`src/rtl/smi_master.sv`:
```
// smi_master: initiator for the SMI parallel bus. A valid/ready command starts
// one read or write cycle. Each cycle runs through SETUP, STROBE and HOLD phases
// with parameterised lengths. All pad-facing signals come straight from flops.
module smi_master #(
   parameter int DATA_WIDTH = 8,
   parameter int SETUP      = 2,
   parameter int STROBE     = 4,
   parameter int HOLD       = 2
) (
   input  logic                  clk,
   input  logic                  reset,
   input  logic                  cmd_valid,
   output logic                  cmd_ready,
   input  logic                  cmd_write,
   input  logic [DATA_WIDTH-1:0] cmd_data,
   output logic                  rsp_valid,
   output logic [DATA_WIDTH-1:0] rsp_data,
   output logic                  smi_oe,
   output logic                  smi_we,
   output logic [DATA_WIDTH-1:0] smi_data_out,
   output logic                  smi_data_oe,
   input  logic [DATA_WIDTH-1:0] smi_data_in
);

   localparam int MAX_PH = (SETUP > STROBE) ? ((SETUP > HOLD) ? SETUP : HOLD)
                                            : ((STROBE > HOLD) ? STROBE : HOLD);
   localparam int CNT_W  = $clog2(MAX_PH) + 1;
   localparam logic [CNT_W-1:0] SETUP_LD  = CNT_W'(SETUP - 1);
   localparam logic [CNT_W-1:0] STROBE_LD = CNT_W'(STROBE - 1);
   localparam logic [CNT_W-1:0] HOLD_LD   = CNT_W'(HOLD - 1);

   // A zero-length phase would make the counter wrap; refuse to elaborate.
   if (SETUP < 1 || STROBE < 1 || HOLD < 1) begin : g_bad_timing
      $fatal(1, "smi_master: SETUP, STROBE and HOLD must all be >= 1");
   end

   typedef enum logic [1:0] {ST_IDLE, ST_SETUP, ST_STROBE, ST_HOLD} state_t;

   state_t                  state_q, state_d;
   logic [CNT_W-1:0]        cnt_q, cnt_d;
   logic                    write_q, write_d;
   logic                    cmd_ready_q, cmd_ready_d;
   logic                    rsp_valid_q, rsp_valid_d;
   logic [DATA_WIDTH-1:0]   rsp_data_q, rsp_data_d;
   logic                    smi_oe_q, smi_oe_d;
   logic                    smi_we_q, smi_we_d;
   logic [DATA_WIDTH-1:0]   smi_data_out_q, smi_data_out_d;
   logic                    smi_data_oe_q, smi_data_oe_d;

   logic accept;
   logic cnt_done;
   logic capture;

   assign accept   = cmd_valid && cmd_ready_q;
   assign cnt_done = (cnt_q == '0);
   // Read data is sampled on the edge that closes the last strobe-low cycle.
   assign capture  = (state_q == ST_STROBE) && cnt_done && !write_q;

   // State register: phase, phase counter and the latched direction.
   always_ff @(posedge clk or negedge reset) begin
      if (!reset) begin
         state_q <= ST_IDLE;
         cnt_q   <= '0;
         write_q <= 1'b0;
      end else begin
         state_q <= state_d;
         cnt_q   <= cnt_d;
         write_q <= write_d;
      end
   end

   // Next-state logic: the counter is reloaded on every phase entry and counts down to zero.
   always_comb begin
      state_d = state_q;
      cnt_d   = cnt_q;
      write_d = write_q;
      case (state_q)
         ST_IDLE: begin
            if (accept) begin
               state_d = ST_SETUP;
               cnt_d   = SETUP_LD;
               write_d = cmd_write;
            end
         end
         ST_SETUP: begin
            if (cnt_done) begin
               state_d = ST_STROBE;
               cnt_d   = STROBE_LD;
            end else begin
               cnt_d = cnt_q - CNT_W'(1);
            end
         end
         ST_STROBE: begin
            if (cnt_done) begin
               state_d = ST_HOLD;
               cnt_d   = HOLD_LD;
            end else begin
               cnt_d = cnt_q - CNT_W'(1);
            end
         end
         ST_HOLD: begin
            if (cnt_done) begin
               state_d = ST_IDLE;
            end else begin
               cnt_d = cnt_q - CNT_W'(1);
            end
         end
         default: begin
            state_d = ST_IDLE;
         end
      endcase
   end

   // Output logic: pin values are derived from the next state so that they register in step with it.
   always_comb begin
      cmd_ready_d    = (state_d == ST_IDLE);
      smi_data_oe_d  = (state_d != ST_IDLE) && write_d;
      smi_we_d       = !((state_d == ST_STROBE) && write_d);
      smi_oe_d       = !((state_d == ST_STROBE) && !write_d);
      smi_data_out_d = smi_data_out_q;
      if (accept && cmd_write) begin
         smi_data_out_d = cmd_data;
      end
      rsp_valid_d = capture;
      rsp_data_d  = rsp_data_q;
      if (capture) begin
         rsp_data_d = smi_data_in;
      end
   end

   // Output registers: reset releases the bus and parks both strobes high.
   always_ff @(posedge clk or negedge reset) begin
      if (!reset) begin
         cmd_ready_q    <= 1'b0;
         rsp_valid_q    <= 1'b0;
         rsp_data_q     <= '0;
         smi_oe_q       <= 1'b1;
         smi_we_q       <= 1'b1;
         smi_data_out_q <= '0;
         smi_data_oe_q  <= 1'b0;
      end else begin
         cmd_ready_q    <= cmd_ready_d;
         rsp_valid_q    <= rsp_valid_d;
         rsp_data_q     <= rsp_data_d;
         smi_oe_q       <= smi_oe_d;
         smi_we_q       <= smi_we_d;
         smi_data_out_q <= smi_data_out_d;
         smi_data_oe_q  <= smi_data_oe_d;
      end
   end

   assign cmd_ready    = cmd_ready_q;
   assign rsp_valid    = rsp_valid_q;
   assign rsp_data     = rsp_data_q;
   assign smi_oe       = smi_oe_q;
   assign smi_we       = smi_we_q;
   assign smi_data_out = smi_data_out_q;
   assign smi_data_oe  = smi_data_oe_q;

endmodule

```
`config.mk`:
```
export PLATFORM = sky130hd
export DESIGN_NAME = smi_master
export DESIGN_NICKNAME = d
export VERILOG_FILES = /design/src/rtl/smi_master.sv
export SDC_FILE = /design/constraint.sdc
export NUM_CORES = 1
export LEC_CHECK = 0
export BUFFER_PORTS_ARGS = -buffer_cell sky130_fd_sc_hd__buf_2
export CORE_MARGIN = 2
export CORE_UTILIZATION = 47
export DETAILED_ROUTE_END_ITERATION = 8
export PLACE_DENSITY = 0.73
export SLEW_MARGIN = 20
export SYNTH_ARGS = -nofsm -noshare
export SYNTH_HDL_FRONTEND = slang
export SYNTH_SLANG_ARGS = --single-unit
```
`constraint.sdc`:
```
create_clock -name clk -period 2.1 [get_ports clk]
set_input_delay 0.21 -clock clk [delete_from_list [all_inputs] [get_ports clk]]
set_output_delay 0.21 -clock clk [all_outputs]
set_load 0.1 [all_outputs]
```
==> impl_results.md <==
* Hold Slack at 0.109 ns
* Post-CTS setup buffers at 0
* Netlist cell types at 23
* Clock skew at 0.00521 ns
* M2 GR Usage at 26.0%
* Clk buf depth at 2
* Ant diodes at 0
* Post-layout util at between 60% and 70%
* RSZ-0062 raised after global routing: no
* Post-Syn Area at 1100 um2
* Largest net degree at the start of global routing at 28
* Slew Viols, Final at 0
* Drt first pass iters at 4
* CTS tree: done
* Grt met3 use at under 10%
* Max Freq at around 570 MHz
* Final setup viols at 0
* Setup TNS at 0 ns
* Htree depth at 1
* First-pass GRT wire length at 3260 um
* Critical path class: register to register
* GRT busiest layer: met2
* Mapped Cells at 80
* Skew-Pair Late Insertion Delay at 0.32 ns
* Initial DRC count at 6
* Seq/Total Area, Yosys at 61.4%
* Hold Path Class: input port to register
* Initial Utilization at 49.9%
* Post-route ant nets at 0
* Final min period at 1.74 ns
* Port Buffers at 40
* Die Span Y at 52.5 um
* Worst Setup Start Kind: register
* Critical Path Fanout Max at 9
* CTS clock-pin slew for the worst setup and hold paths at roughly 0.14 ns
* Part of the cycle the worst path needs at 83.1%
* # resized after CTS at 0
* # rows at 17
* Status: complete, no violations
* Clock sink total at 27
* Avg Inst Size Synth at about 14 um2
* Root buf cell: clkbuf_4
* Core box area at 2210 um2
* HPWL after DPL at 1510 um
* DIE WIDTH at between 50 and 60 um
* Hold_sp: cmd_data[5]
* Vias at between 700 and 800
* Most common cell after layout, fill and taps aside: buf_2
* CP Capture Type: register
* Worst EP arrival at ~2 ns
* Yosys warning count at 0
* Worst Path Required at 2.32 ns
* Final hold vios at 0
* Total gr overflow at 0
* DRT Wirelength at 1960 um
* Vias in the first global route at between 700 and 800
* Reg2reg start: cnt_q[0]
* Slew HR at 62.0%
* Synthesized Nets at 102
* Area of the die at 2750 um2
* Layout cells sized above 1 at 54.0%
* Per-cell routed wire length at approximately 13 um
* Tot GR Track Use at 17.0%
* Most frequent cells in the layout: 40 x buf_2, 25 x dfrtp_1, 17 x mux2_2
* Least-Margin Pin Slew at between 0.5 and 0.6 ns
* Net count, final at between 100 and 150
* Critical Path Start: cnt_q[0]
* Global-route met1 utilization at between 20% and 30%
* Total CTS buffers at 3
* Routability Congestion at 0.909
* Ports at 41
* Max_cap viols at 0
* Area Growth Syn to Fin at 24.0%
* Number of synthesized register bits at 27
* # DRC at 0
* Initial antenna violation count at 0
* Routed vias/inst at 5.15
## state kept, by name, summed over array words and instances, names as in the netlist
signal	cells
cmd_ready	1
cnt_q	3
rsp_data	8
rsp_valid	1
smi_data_oe	1
smi_data_out	8
smi_oe	1
smi_we	1
state_q	2
write_q	1
## what timing repair did
action | in CTS | in global routing
endpoints found under the setup margin | 0 | 0
hold endpoints to repair | 25 | 0
hold buffers | 1 | 0
## Yosys cell counts, drive strengths merged
cell | n | area [um2]
ha | 2 | 25.0
nand3 | 2 | 10.0
nand3b | 2 | 15.0
nor3 | 2 | 21.3
o22ai | 1 | 6.26
a221oi | 1 | 8.76
dfstp | 2 | 52.6
buf | 1 | 7.51
nor2b | 1 | 6.26
a31o | 2 | 17.5
dfrtp | 25 | 626
nor2 | 1 | 3.75
o21ai | 5 | 25.0
inv | 5 | 18.8
nand2 | 4 | 15.0
o21a | 1 | 7.51
mux2 | 17 | 191
a21oi | 2 | 10.0
nand2b | 2 | 20.0
a211o | 1 | 8.76
xnor2 | 1 | 8.76
## worst paths after layout
kind,end,slack [ns],depth (start not counted)
setup / recovery,rsp_data[6],0.36,5
hold / removal,smi_data_out[5],0.11,2
setup reg to reg,rsp_data[6],0.36,5
hold reg to reg,cnt_q[0],0.51,1
max in group asynchronous,smi_we,1.32,2
min in group asynchronous,rsp_data[5],0.41,2
## cell families after synthesis
logic type | count (synthesis) | share of synthesized area, %
xor+xnor | 1 | 0.793
simple gates | 14 | 8.27
buf+inv | 6 | 2.38
flops | 27 | 61.4
mux | 17 | 17.3
fa+ha+maj | 2 | 2.26
compound gates | 13 | 7.59
## routing by layer
layer | wire (um) | up-vias | part of all wire (%)
met5 | 0 | - | 0
met4 | 78 | 0 | 4.0
met3 | 106 | 8 | 5.4
met2 | 978 | 26 | 50
met1 | 796 | 380 | 41
li1 | - | 369 | -
## worst max-delay path, stage by stage (launching register included)
cell	delay [ns]
dfrtp_1	0.41
inv_1	0.08
ha_1	0.28
nand2b_4	0.09
nor3_4	0.38
mux2_2	0.40
## metrics by stage
| stage | setup slack (ns) | instance area (um2) | instances |
|---|---|---|---|
| 5_1_grt | 0.254 | 1370 | 152 |
| 3_3_place_gp | 0.444 | 1330 | 147 |
| 2_1_floorplan | 0.177 | 1100 | 80 |
| 6_report | 0.356 | 1370 | 152 |
| 3_5_place_dp | 0.366 | 1330 | 147 |
| 4_1_cts | 0.351 | 1370 | 152 |
## cell type report
type                    count  area [um2]
fillers                   190         842
flip-flops and latches     27         678
multi-input cells          47         400
repair buffers             41         210
well taps                  28        35.0
clock buffers               3        22.5
inverters                   5        18.8
clock inverters             1        5.00
Power is not shown: default switching activity piles up to over one toggle a cycle in this logic, so the estimate is an artifact.
